==> config.mk <==
export PLATFORM = sky130hd
export DESIGN_NAME = dmem_arbiter
export DESIGN_NICKNAME = d
export VERILOG_FILES = /design/src/rtl/dmem_arbiter.sv
export SDC_FILE = /design/constraint.sdc
export NUM_CORES = 1
export LEC_CHECK = 0
export ABC_AREA = 1
export CORE_AREA = 8 8 115 64
export CTS_BUF_LIST = sky130_fd_sc_hd__clkbuf_8
export DETAILED_ROUTE_END_ITERATION = 6
export DIE_AREA = 0 0 123 72
export GPL_ROUTABILITY_DRIVEN = 1
export PLACE_DENSITY = 0.86
export RECOVER_POWER = 25
export SETUP_SLACK_MARGIN = 0.1
export SLEW_MARGIN = 20
export SYNTH_ARGS = -nofsm -noshare
export SYNTH_HDL_FRONTEND = slang
export SYNTH_SLANG_ARGS = --single-unit
==> constraint.sdc <==
create_clock -name clk -period 3.9 [get_ports clk]
set_input_delay 0.78 -clock clk [delete_from_list [all_inputs] [get_ports clk]]
set_output_delay 0.78 -clock clk [all_outputs]
set_load 0.005 [all_outputs]
==> src/rtl/dmem_arbiter.sv <==
// dmem_arbiter: single-port data-memory arbiter between the load unit and the
// store queue. One access in flight at a time; loads have priority.
// Optional feature macro: ARB_STARVE_EN (bounded store starvation via a
// 3-bit counter of load grants issued while a store waits).
module dmem_arbiter #(
  parameter int ADDR_W     = 16,
  parameter int DATA_W     = 16,
  parameter int STARVE_MAX = 4
) (
  input  logic              clk,
  input  logic              rst,
  input  logic              flsh,
  input  logic              ld_req,
  input  logic [ADDR_W-1:0] ld_addr,
  output logic              ld_grnt,
  output logic              ld_done,
  output logic [DATA_W-1:0] ld_data,
  input  logic              str_req,
  input  logic [ADDR_W-1:0] str_addr,
  input  logic [DATA_W-1:0] str_data,
  output logic              str_grnt,
  output logic              done,
  output logic              mem_en,
  output logic              mem_we,
  output logic [ADDR_W-1:0] mem_addr,
  output logic [DATA_W-1:0] mem_wdata,
  input  logic [DATA_W-1:0] mem_rdata,
  input  logic              mem_rdy
);

  typedef enum logic [1:0] {
    ST_IDLE    = 2'b00,
    ST_LD_BUSY = 2'b01,
    ST_ST_BUSY = 2'b10
  } state_t;

  state_t            r_state;
  logic              r_ld_grnt;
  logic              r_ld_done;
  logic [DATA_W-1:0] r_ld_data;
  logic              r_str_grnt;
  logic              r_done;
  logic              r_mem_en;
  logic              r_mem_we;
  logic [ADDR_W-1:0] r_mem_addr;
  logic [DATA_W-1:0] r_mem_wdata;
  logic              r_squash;

  logic              w_ld_ok;
  logic              w_pick_st;
  logic              w_pick_ld;

`ifdef ARB_STARVE_EN
  localparam logic [2:0] LP_STARVE_MAX = 3'(STARVE_MAX);
  logic [2:0]        r_starve_cnt;
  logic              w_starved;
`endif

  // Arbitration decision for the IDLE state: a flush masks the load request.
  always_comb begin
    w_ld_ok   = ld_req & ~flsh;
`ifdef ARB_STARVE_EN
    w_starved = (r_starve_cnt == LP_STARVE_MAX);
    w_pick_st = str_req & (~w_ld_ok | w_starved);
`else
    w_pick_st = str_req & ~w_ld_ok;
`endif
    w_pick_ld = w_ld_ok & ~w_pick_st;
  end

  // Main FSM: grants, memory port drive, completion pulses and load data.
  always_ff @(posedge clk) begin
    if (rst) begin
      r_state     <= ST_IDLE;
      r_ld_grnt   <= 1'b0;
      r_ld_done   <= 1'b0;
      r_ld_data   <= '0;
      r_str_grnt  <= 1'b0;
      r_done      <= 1'b0;
      r_mem_en    <= 1'b0;
      r_mem_we    <= 1'b0;
      r_mem_addr  <= '0;
      r_mem_wdata <= '0;
      r_squash    <= 1'b0;
    end else begin
      r_ld_grnt  <= 1'b0;
      r_ld_done  <= 1'b0;
      r_str_grnt <= 1'b0;
      r_done     <= 1'b0;
      case (r_state)
        ST_IDLE: begin
          if (w_pick_st) begin
            r_state     <= ST_ST_BUSY;
            r_str_grnt  <= 1'b1;
            r_mem_en    <= 1'b1;
            r_mem_we    <= 1'b1;
            r_mem_addr  <= str_addr;
            r_mem_wdata <= str_data;
          end else if (w_pick_ld) begin
            r_state    <= ST_LD_BUSY;
            r_ld_grnt  <= 1'b1;
            r_mem_en   <= 1'b1;
            r_mem_we   <= 1'b0;
            r_mem_addr <= ld_addr;
            r_squash   <= 1'b0;
          end
        end
        ST_LD_BUSY: begin
          if (mem_rdy) begin
            r_state  <= ST_IDLE;
            r_mem_en <= 1'b0;
            r_mem_we <= 1'b0;
            // A flush anywhere from grant to completion discards the result.
            if (!(r_squash || flsh)) begin
              r_ld_data <= mem_rdata;
              r_ld_done <= 1'b1;
            end
          end else if (flsh) begin
            r_squash <= 1'b1;
          end
        end
        ST_ST_BUSY: begin
          if (mem_rdy) begin
            r_state  <= ST_IDLE;
            r_done   <= 1'b1;
            r_mem_en <= 1'b0;
            r_mem_we <= 1'b0;
          end
        end
        default: begin
          r_state  <= ST_IDLE;
          r_mem_en <= 1'b0;
          r_mem_we <= 1'b0;
        end
      endcase
    end
  end

`ifdef ARB_STARVE_EN
  // Starvation counter: counts load grants taken while a store was waiting.
  always_ff @(posedge clk) begin
    if (rst) begin
      r_starve_cnt <= 3'd0;
    end else if ((r_state == ST_IDLE) && w_pick_st) begin
      r_starve_cnt <= 3'd0;
    end else if ((r_state == ST_IDLE) && w_pick_ld && str_req && (r_starve_cnt != 3'd7)) begin
      r_starve_cnt <= r_starve_cnt + 3'd1;
    end
  end
`endif

  assign ld_grnt   = r_ld_grnt;
  assign ld_done   = r_ld_done;
  assign ld_data   = r_ld_data;
  assign str_grnt  = r_str_grnt;
  assign done      = r_done;
  assign mem_en    = r_mem_en;
  assign mem_we    = r_mem_we;
  assign mem_addr  = r_mem_addr;
  assign mem_wdata = r_mem_wdata;

endmodule

# Word-level counts from Yosys, hierarchy flattened

Index checks and enable logic that the tools add are counted.

Register bits: 57
Output and inout port bits: 54
Logic and storage cells: 65

Equality and inequality tests: 8
Muxes and demuxes: 21
Bitwise logic cells: 11
Reduce and logical (&&, ||, !) cells: 14

Operators by type and width:

| kind                 | count |
|---|---|
| $mux W16             | 2 |
| $mux W1              | 12 |
| $ne A2 B2 Y1 const B | 4 |
| $not A1 Y1           | 8 |
| $mux W2              | 3 |
| $pmux W1 S2          | 3 |
| $reduce_and A2 Y1    | 3 |
| $reduce_or A2 Y1     | 3 |
| $reduce_or A3 Y1     | 2 |
| $reduce_and A5 Y1    | 1 |
| $pmux W2 S2          | 1 |
| $reduce_bool A2 Y1   | 2 |
| $and A1 B1 Y1        | 3 |
| $ne A3 B3 Y1 const B | 1 |
| $reduce_and A3 Y1    | 1 |
| $eq A2 B1 Y1 const B | 1 |
| $eq A2 B2 Y1 const B | 1 |
| $logic_not A2 Y1     | 1 |
| $ne A2 B1 Y1 const B | 1 |
| $logic_or A1 B1 Y1   | 1 |

# Longest topological paths before layout

Gate-level depths: netlist of the first run.

Depth in word-level cells: 9
Mapped depth: 9
Mapped depth without buffers: 9

# Worst setup path before layout of the first run

No wires, ideal clock.

Path kind: input to register
From: input flsh
To: register r_mem_addr[10] (netlist: mem_addr[10])
Setup time: 0.117 ns
Arrival: 1.512 ns
Data required time: 3.783 ns
Path slack: 2.271 ns
Stages on the path: 7
Buffers on the path: 1
Cells stage by stage: inv_2 > nand2_2 > a21oi_4 > buf_8 > o21ai_2 > a21oi_2 > nor2_1

Cells in the longest elaborated chain, start to end: 8
Elaborated cells on any way between the ends: 9
Those cells by class: 1 x mux; 6 x bitwise; 2 x reduce/logical

RTL lines:

| element                             | RTL line | RTL |
|---|---|---|
| from (decl)                         | 12       | `input logic flsh,` |
| $not A1 Y1 *                        | 61       | `w_ld_ok = ld_req & ~flsh;` |
| $and A1 B1 Y1 *                     | 61       |  |
| $not A1 Y1                          | 66       | `w_pick_st = str_req & ~w_ld_ok;` |
| $and A1 B1 Y1                       | 66       |  |
| $not A1 Y1                          | 68       | `w_pick_ld = w_ld_ok & ~w_pick_st;` |
| $and A1 B1 Y1                       | 68       |  |
| $reduce_bool A2 Y1 (no source line) | -        |  |
| $reduce_and A2 Y1 (no source line)  | -        |  |
| to (signal assigned)                | 97       | `r_mem_addr <= str_addr;` |
| to (signal assigned)                | 104      | `r_mem_addr <= ld_addr;` |
| to (decl)                           | 45       | `logic [ADDR_W-1:0] r_mem_addr;` |

Mark *: on every way between the ends. The rest lies on a longest branch, timed or not.
A chain may end at the register's enable or synchronous reset.

# Worst setup path in the final report of the first run

From: input flsh
To: register r_mem_addr[0] (netlist: mem_addr[0])

The elaborated chain is that of the path after synthesis.

==> flow_summary_export.csv, run 1 <==
group,metric,value,unit
run_status,status,"finished, final reports clean",
clock_network,ctsResizeCount,0,
detailed_routing,drt_iter0_drc,181,
timing,fin_crit_sh,0.660,
power,p_total,1370,uW
timing,rsz0062_at_grt,"false",
worst_setup_path,slowest_delay,0.70,ns
detailed_routing,firstDrtPassIters,4,
detailed_routing,ant_nets,0,
worst_setup_path,critPathKind,"in -> reg",
final_layout,fill_cells,489,
synthesis,synth_seq_cells,56,
power,power.internal,1020,uW
power,vdd_drop_max,168,uV
timing,tns,0,ns
final_layout,n_antenna_cell,0,
clock_network,cts-buffers-inserted,5,
power,power.leakage,0.00156,uW
placed_design,place.port_buffers,123,
timing,finClkSkew,0.00595,ns
synthesis,syn_nets,367,
floorplan,ioPinCount,124,
floorplan,initial_core_util,0.428,
timing,max_clock_freq,389,MHz
worst_setup_path,r2r_setup_slack,2.00,ns
clock_network,cts.sinks,56,
detailed_routing,drc,0,
worst_setup_path,worstPathCellList,"dlygate4sd3_1 > inv_2 > nand2_2 > a21oi_4 > o21ai_0 > a21oi_1 > nor2_1",
clock_network,cts_tree,"done",
floorplan,num_rows,20,
worst_setup_path,crit_path_top_delay_cell,"a21oi_4",
final_layout,layout_common_cells,"97 x clkdlybuf4s50_1, 56 x dfxtp_1, 55 x nor2_1, 31 x o21ai_0, 27 x nand2_1",
synthesis,synthTopCellsByArea,"dfxtp_1 45%, nor2_1 8.3%, a21oi_2 7.0%",
final_layout,drive_gt1_frac,0.159,
detailed_routing,vias,2378,
synthesis,syn_avg_cell_area,8.46,sq um
timing,final_hold_viol_count,0,
timing,setup_viol,0,
global_routing,track_usage,0.166,
detailed_routing,avgRoutedWirePerCell,15.2,microns
detailed_routing,wl,7410,microns
global_routing,grt_max_degree,35,
power,netSwitchingFraction,0.261,
clock_network,clock_path_buffers,2,
final_layout,syn_to_final_growth,54.3,%
synthesis,synth_top_area_frac,0.451,
placed_design,dp_hpwl,5620,microns
worst_setup_path,critPathRequiredTime,4.10,ns
power,combPwrFrac,0.237,
clock_network,cts_htree_levels,2,
job,cap_violations,0,
power,pwr-share-clk,0.301,
clock_network,hold_buffers,0,
timing,layout_min_cycle_time,2.57,ns
clock_network,clk_pin_slew,0.10,ns
power,switchingPower,359,uW
worst_setup_path,worstPathMaxFanout,33,
floorplan,die_w,123,microns
clock_network,cts-root-buf,"clkbuf_8",
clock_network,postCtsSetupRepairBufs,0,
global_routing,first_global_vias,2376,
floorplan,core-area,5810,sq um
min_path,min_path_type,"reg -> reg",
global_routing,grt_pass1_wl,11900,microns
detailed_routing,avgViaCountPerCell,4.88,
global_routing,overflow,0,
clock_network,insertion_delay,0.30,ns
synthesis,yosysSeqAreaShare,0.451,
floorplan,die_h,72,microns
synthesis,syn_area,2490,sq um
global_routing,antenna_found_initial,1,
synthesis,yosys_warnings,0,
power,p_per_area,358,nW/um^2
final_layout,fin_nets,482,
worst_setup_path,critical_path_arrival,2.77,ns
timing,max-slew-margin-rel,0.416,
timing,worst_pin_slew,0.876,ns
placed_design,gp_congestion,0.758,
worst_setup_path,crit_path_end_kind,"flip-flop",
floorplan,die_area,8860,sq um
worst_setup_path,start_kind,"input port",
final_layout,final_common_cell,"clkdlybuf4s50_1",
timing,slew_viol_final,0,
power,seqPwrFrac,0.462,
synthesis,yosys.area.top_type,"dfxtp_1",
synthesis,synth.distinct_cells,23,
synthesis,netlist_instances,294,
## worst max-delay path, delay by kind of cell
kind                   cells  cell delay, ns
buffers and inverters      2            0.73
AO/OA/AOI/OAI              3            1.09
AND/OR/NAND/NOR            2            0.17
## area by class of cell
class | count | area [sq um] | area share
clock buffers | 7 | 96.3 | 0.0251
clock inverters | 1 | 30.0 | 0.00783
inverters | 25 | 93.8 | 0.0245
multi-input cells | 195 | 1130 | 0.295
flip-flops and latches | 56 | 1120 | 0.292
well taps | 77 | 96.3 | 0.0251
repair buffers | 126 | 1270 | 0.330
## layer usage
layer / part of all wire / vias up / track usage
met2: 0.43 / 80 / 0.259
met4: 0.0042 / 2 / 0.0318
li1: - / 1188 / -
met5: 0.0015 / - / 0
met3: 0.12 / 4 / 0.0790
met1: 0.44 / 1104 / 0.205
## flip-flops by register name (all words and copies together) (netlist names)
name,cells
str_grnt,1
mem_wdata,16
ld_done,1
r_squash,1
ld_grnt,1
mem_en,1
done,1
mem_addr,16
mem_we,1
r_state,1
ld_data,16
## synth_stat cells
library cell,number
a21oi_1,14
clkbuf_1,6
buf_12,1
nand2_1,27
o21ai_2,10
buf_2,5
nand4_1,2
ha_1,3
buf_4,1
nand2_2,2
o21ai_1,7
o21ai_0,31
buf_6,3
buf_8,2
nand3_1,4
nand3_2,17
a21oi_4,2
nor2_1,55
inv_2,2
nor3_4,1
dfxtp_1,56
a21oi_2,20
inv_1,23
## kinds of logic (layout without fill, tap and decap cells)
group / after synthesis / after routing / synth area share
AND/OR/NAND/NOR: 108 / 108 / 0.217
AO/OA/AOI/OAI: 84 / 84 / 0.223
flip-flops: 56 / 56 / 0.451
buffers and inverters: 43 / 159 / 0.0936
adder cells (fa/ha/maj): 3 / 3 / 0.0151
## path summary, 6_finish.rpt
kind            startpoint       endpoint  depth (start not counted)
max                   flsh    mem_addr[0]                          7
min          mem_wdata[13]  mem_wdata[13]                          2
max reg2reg         mem_we    mem_addr[0]                          7
min reg2reg  mem_wdata[13]  mem_wdata[13]                          2
## metrics by stage
step                area, sq um  hold WS, ns  instances  utilization  setup slack, ns
floorplan                  2490        0.456        294            -             2.27
global placement           3710        0.453        479        0.639             1.18
detailed placement         3710        0.458        479        0.639             1.11
CTS                        3840        0.473        487        0.661             1.45
global route               3840        0.495        487        0.661             1.18
finish                     3840        0.467        487        0.661             1.33
## power groups by stage
stage                     logic [uW]  clock network [uW]  registers (uW)
final                            325                 414             635
after floorplan                  160                   0             650
after global placement           326                   0             648
after detailed placement         335                   0             648
after CTS                        336                 424             636
after global routing             357                 447             640
Note: power is estimated with default switching activity, not from simulation.
==> run 2, diff against run 1 <==
--- a/config.mk
+++ b/config.mk
@@ -6,12 +6,12 @@
 export NUM_CORES = 1
 export LEC_CHECK = 0
 export ABC_AREA = 1
-export CORE_AREA = 8 8 115 64
+export CORE_AREA = 8 8 125 69
 export CTS_BUF_LIST = sky130_fd_sc_hd__clkbuf_8
 export DETAILED_ROUTE_END_ITERATION = 6
-export DIE_AREA = 0 0 123 72
+export DIE_AREA = 0 0 133 77
 export GPL_ROUTABILITY_DRIVEN = 1
-export PLACE_DENSITY = 0.86
+export PLACE_DENSITY = 0.77
 export RECOVER_POWER = 25
 export SETUP_SLACK_MARGIN = 0.1
 export SLEW_MARGIN = 20
==> constraint.sdc (replaced) <==
create_clock -name clk -period 2.29 [get_ports clk]
set_input_delay 0.458 -clock clk [delete_from_list [all_inputs] [get_ports clk]]
set_output_delay 0.458 -clock clk [all_outputs]
set_load 0.005 [all_outputs]
==> run 2 against run 1 <==
Effect of this change:
- die area up 16%
- combinational power up 77%
- non-clock buffer count grew 4
- largest cell class unchanged
- via count down 1.8%
- setup slack worse by 0.96 ns
- clock skew up 0.0026 ns
- register-to-register slack got worse by 1.4 ns
- clock-buffer cell count decreased by 2
- largest power group unchanged
- critical path depth fell by 2
- global-route usage is 1.8 points lower
- final area grew 1.2%
- wire length up 3.2%
==> flow_summary_export.csv, run 2 (synthesized netlist as in run 1, its figures left out) <==
group,metric,value,unit
global_routing,overflow,0,
worst_setup_path,critPathRequiredTime,2.51,ns
global_routing,grt_max_degree,35,
worst_setup_path,timing.rr.end,"mem_addr[0]",
clock_network,cts-root-buf,"clkbuf_8",
worst_setup_path,worstPathMaxFanout,22,
floorplan,ioPinCount,124,
detailed_routing,avgViaCountPerCell,4.58,
clock_network,clock_path_buffers,2,
placed_design,gp_congestion,0.745,
placed_design,placed_cells,502,
power,power.leakage,0.00156,uW
floorplan,core-area,6960,sq um
global_routing,antenna_found_initial,0,
detailed_routing,ant_nets,0,
clock_network,clk_pin_slew,0.10,ns
final_layout,drive_gt1_frac,0.164,
worst_setup_path,cp-startpoint,"rst",
timing,max_clock_freq,519,MHz
timing,tns,0,ns
detailed_routing,drt_iter0_drc,145,
job,cap_violations,0,
worst_setup_path,start_kind,"input port",
min_path,min_to,"mem_wdata[10]",
clock_network,insertion_delay,0.31,ns
timing,layout_min_cycle_time,1.93,ns
detailed_routing,avgRoutedWirePerCell,15.0,microns
worst_setup_path,worstRegToRegCells,8,
clock_network,hold_buffers,0,
timing,setup_viol,0,
floorplan,initial_core_util,0.357,
global_routing,track_usage,0.148,
global_routing,grt_pass1_wl,12400,microns
global_routing,first_global_vias,2421,
timing,slew_viol_final,0,
final_layout,final_cells,510,
clock_network,cts.sinks,56,
worst_setup_path,crit_path_end_kind,"flip-flop",
run_status,status,"finished, final reports clean",
timing,worst_pin_slew,1.18,ns
worst_setup_path,r2r_setup_slack,0.61,ns
final_layout,syn_to_final_growth,56.2,%
min_path,hp-start,"mem_wdata[10]",
detailed_routing,vias,2336,
clock_network,cts_htree_levels,2,
floorplan,die_w,133,microns
clock_network,ctsResizeCount,0,
timing,rsz0062_at_grt,"false",
final_layout,n_antenna_cell,0,
floorplan,die_h,77,microns
timing,fin_crit_sh,0.842,
timing,final_hold_viol_count,0,
power,vdd_drop_max,305,uV
power,p_per_area,596,nW/um^2
min_path,min_path_type,"reg -> reg",
worst_setup_path,critical_path_arrival,2.14,ns
floorplan,die_area,10200,sq um
worst_setup_path,critPathKind,"in -> reg",
clock_network,postCtsSetupRepairBufs,0,
placed_design,dp_hpwl,5810,microns
detailed_routing,wl,7650,microns
clock_network,cts_tree,"done",
placed_design,place.port_buffers,123,
final_layout,layout_common_cells,"103 x clkdlybuf4s50_1, 56 x dfxtp_1, 55 x nor2_1, 31 x o21ai_0, 27 x nand2_1",
detailed_routing,drc,0,
detailed_routing,firstDrtPassIters,4,
worst_setup_path,rr_startpoint,"mem_we",
clock_network,cts-buffers-inserted,5,
timing,finClkSkew,0.00857,ns
timing,max-slew-margin-rel,0.216,
final_layout,final_common_cell,"clkdlybuf4s50_1",
min_path,hold_path_depth,2,
final_layout,fin_nets,486,
floorplan,num_rows,22,
==> run 2: cell types whose count changed in the layout (fill, tap and decap cells not counted), sizes merged <==
cell	previous run	this run
buf	3	6
clkbuf	7	6
clkdlybuf4s50	97	103
clkinv	0	1
clkinvlp	0	1
dlygate4sd3	26	20
==> run 2: layout make-up <==
class	count	area, sq um
clock buffer	5	68.8
inverter	25	93.8
fill	640	3080
sequential	56	1120
multi-input combinational	195	1130
timing repair buffer	130	1310
clock inverter	3	42.5
tap	96	120
==> run 2: stage by stage <==
| stage | hold slack [ns] | util | instance area [sq um] | setup WS, ns | power, uW |
|---|---|---|---|---|---|
| detailed placement | 0.458 | 0.542 | 3780 | 0.225 | 1690 |
| CTS | 0.474 | 0.558 | 3890 | 0.545 | 2360 |
| global route | 0.497 | 0.558 | 3880 | 0.247 | 2440 |
| floorplan | 0.456 | - | 2490 | 0.907 | 1380 |
| finish | 0.468 | 0.558 | 3880 | 0.362 | 2310 |
| global placement | 0.452 | 0.542 | 3780 | 0.275 | 1680 |
==> run 2: how the worst max path moves through the flow <==
stage | endpoint | slack, ns
after floorplan | ld_data[10] | 0.91
after global placement | mem_addr[12] | 0.27
after detailed placement | mem_addr[1] | 0.23
after CTS | mem_we | 0.55
after global routing | mem_we | 0.25
final | mem_we | 0.36
==> run 2: layer usage <==
metal  global-route usage  share of wire  vias up
met4               0.0236         0.0046        0
met1                0.180           0.46     1054
met5                    0              0        -
met2                0.224           0.42       81
met3               0.0865           0.12        5
li1                     -              -     1196
==> run 2: power by group <==
group	switching (uW)	total (uW)	internal, uW	leakage [uW]
logic	261	574	313	0.00105
registers	38.4	1080	1050	0.000459
clock network	332	656	324	0.0000541
total	631	2310	1680	0.00156
==> run 2: critical path: stages <==
cell and delay (ns):
clkdlybuf4s50_1 0.48, clkbuf_1 0.87, nor2_1 0.17, nand2_1 0.11, nand2_1 0.05
==> run 3, diff against run 2 <==
==> constraint.sdc (replaced) <==
create_clock -name clk -period 1.7 [get_ports clk]
set_input_delay 0.34 -clock clk [delete_from_list [all_inputs] [get_ports clk]]
set_output_delay 0.34 -clock clk [all_outputs]
set_load 0.005 [all_outputs]
==> run 3 against run 2 <==
Effect of this change:
- utilization increased by 0.61 points
- setup slack got worse by 0.24 ns
- worst hold slack improved by 0.0023 ns
- die area unchanged
- clock skew decreased by 0.0041 ns
- flip-flop and latch count unchanged
- clock-buffer cell count unchanged
- total power increased by 34%
- non-clock buffer count increased by 15
- critical path type is now reg -> out
- largest power group unchanged
==> flow_summary_export.csv, run 3 (synthesized netlist as in run 1, its figures left out) <==
group,metric,value,unit
worst_setup_path,crit_buf_inv,1,
worst_setup_path,cp.depth,1,
worst_setup_path,critPathKind,"reg -> out",
placed_design,place_area,3900,sq um
power,p_total,3110,uW
worst_setup_path,critical_path_arrival,1.24,ns
detailed_routing,avgRoutedWirePerCell,14.5,microns
final_layout,n_antenna_cell,0,
floorplan,core-area,6960,sq um
global_routing,grt_pass1_wl,12500,microns
global_routing,antenna_found_initial,0,
worst_setup_path,slowest_delay,0.53,ns
timing,setup_viol,0,
timing,whs,0.470,ns
worst_setup_path,rr_startpoint,"mem_we",
timing,slew_viol_final,0,
detailed_routing,ant_nets,0,
min_path,min_path_type,"reg -> reg",
worst_setup_path,start_kind,"flip-flop",
final_layout,drive_gt1_frac,0.161,
final_layout,fin_nets,501,
timing,rsz0062_at_grt,"false",
clock_network,postCtsSetupRepairBufs,0,
clock_network,cts-root-buf,"clkbuf_8",
final_layout,syn_to_final_growth,57.9,%
clock_network,cts.sinks,56,
floorplan,die_area,10200,sq um
detailed_routing,drt_iter0_drc,122,
global_routing,first_global_vias,2471,
floorplan,die_h,77,microns
worst_setup_path,cp-startpoint,"mem_we",
power,vdd_drop_max,445,uV
worst_setup_path,crit_path_top_delay_cell,"clkdlybuf4s50_1",
worst_setup_path,critPathRequiredTime,1.36,ns
detailed_routing,wl,7640,microns
min_path,hold_path_depth,2,
timing,max_clock_freq,632,MHz
global_routing,track_usage,0.148,
timing,finClkSkew,0.00443,ns
clock_network,cts_tree,"done",
worst_setup_path,crit_path_end_kind,"output port",
power,p_per_area,793,nW/um^2
placed_design,pre_cts_ws,-0.117,ns
power,power.leakage,0.00157,uW
min_path,hp-start,"mem_wdata[13]",
floorplan,initial_core_util,0.357,
placed_design,dp_hpwl,5850,microns
clock_network,ctsResizeCount,1,
timing,fin_crit_sh,0.931,
timing,max-slew-margin-rel,0.750,
final_layout,finalInstanceArea,3930,sq um
clock_network,clock_path_buffers,2,
placed_design,place.port_buffers,123,
worst_setup_path,worstPathMaxFanout,4,
worst_setup_path,worstPathCellList,"clkdlybuf4s50_1",
run_status,status,"finished, final reports clean",
floorplan,num_rows,22,
final_layout,final_common_cell,"clkdlybuf4s50_1",
timing,final_hold_viol_count,0,
job,cap_violations,0,
final_layout,layout_common_cells,"120 x clkdlybuf4s50_1, 56 x dfxtp_1, 55 x nor2_1, 31 x o21ai_0, 27 x nand2_1",
clock_network,clk_pin_slew,0.10,ns
detailed_routing,firstDrtPassIters,4,
floorplan,die_w,133,microns
worst_setup_path,worstRegToRegCells,8,
global_routing,overflow,0,
detailed_routing,avgViaCountPerCell,4.53,
timing,layout_min_cycle_time,1.58,ns
timing,worst_slack,0.117,ns
detailed_routing,vias,2376,
global_routing,grt_max_degree,35,
floorplan,ioPinCount,124,
detailed_routing,drc,0,
clock_network,insertion_delay,0.31,ns
clock_network,hold_buffers,0,
timing,worst_pin_slew,0.375,ns
clock_network,cts-buffers-inserted,5,
worst_setup_path,critPathTopFamily,"buffers and inverters",
clock_network,cts_htree_levels,2,
placed_design,gp_congestion,0.748,
==> run 3: cell types whose count changed in the layout (fill, tap and decap cells not counted), sizes merged <==
cell | before | now
clkdlybuf4s50 | 103 | 120
inv | 25 | 26
clkbuf | 6 | 8
clkinvlp | 1 | 0
dlygate4sd3 | 20 | 1
buf | 6 | 19
clkdlybuf4s25 | 0 | 2
==> run 3: cell type report <==
class | count | area [sq um]
fillers | 648 | 3040
repair buffers | 145 | 1430
well taps | 96 | 120
clock inverters | 3 | 38.8
clock buffers | 5 | 68.8
flip-flops and latches | 56 | 1120
inverters | 25 | 93.8
multi-input cells | 195 | 1060
==> run 3: per-stage QoR <==
step / std cells / util / TNS, ns
after floorplan: 294 / - / 0
after global placement: 517 / 0.560 / -0.134
after detailed placement: 517 / 0.560 / -0.922
after CTS: 525 / 0.576 / 0
after global routing: 525 / 0.564 / 0
final: 525 / 0.564 / 0
==> run 3: worst paths after layout <==
kind	endpoint	slack, ns
hold / removal	mem_wdata[13]	0.47
setup reg to reg	mem_addr[1]	0.17
setup / recovery	mem_we	0.12
hold reg to reg	mem_wdata[13]	0.47
==> run 3: power breakdown <==
| group | switching, uW | internal, uW | leakage [uW] | total [uW] |
|---|---|---|---|---|
| sequential | 51.0 | 1410 | 0.000459 | 1460 |
| combinational | 340 | 459 | 0.00105 | 799 |
| clock | 422 | 432 | 0.0000593 | 854 |
| total | 813 | 2300 | 0.00157 | 3110 |
==> run 3: tightest hold or removal path: stages (launching register included) <==
cell and delay [ns]:
dfxtp_1 0.32, nand2_1 0.06, a21oi_1 0.05
==> run 3: metal layers <==
layer	vias up	global-route usage	share of wire
li1	1224	-	-
met1	1059	0.181	0.45
met4	0	0.0382	0.0051
met5	-	0	0
met3	4	0.0767	0.11
met2	89	0.224	0.44
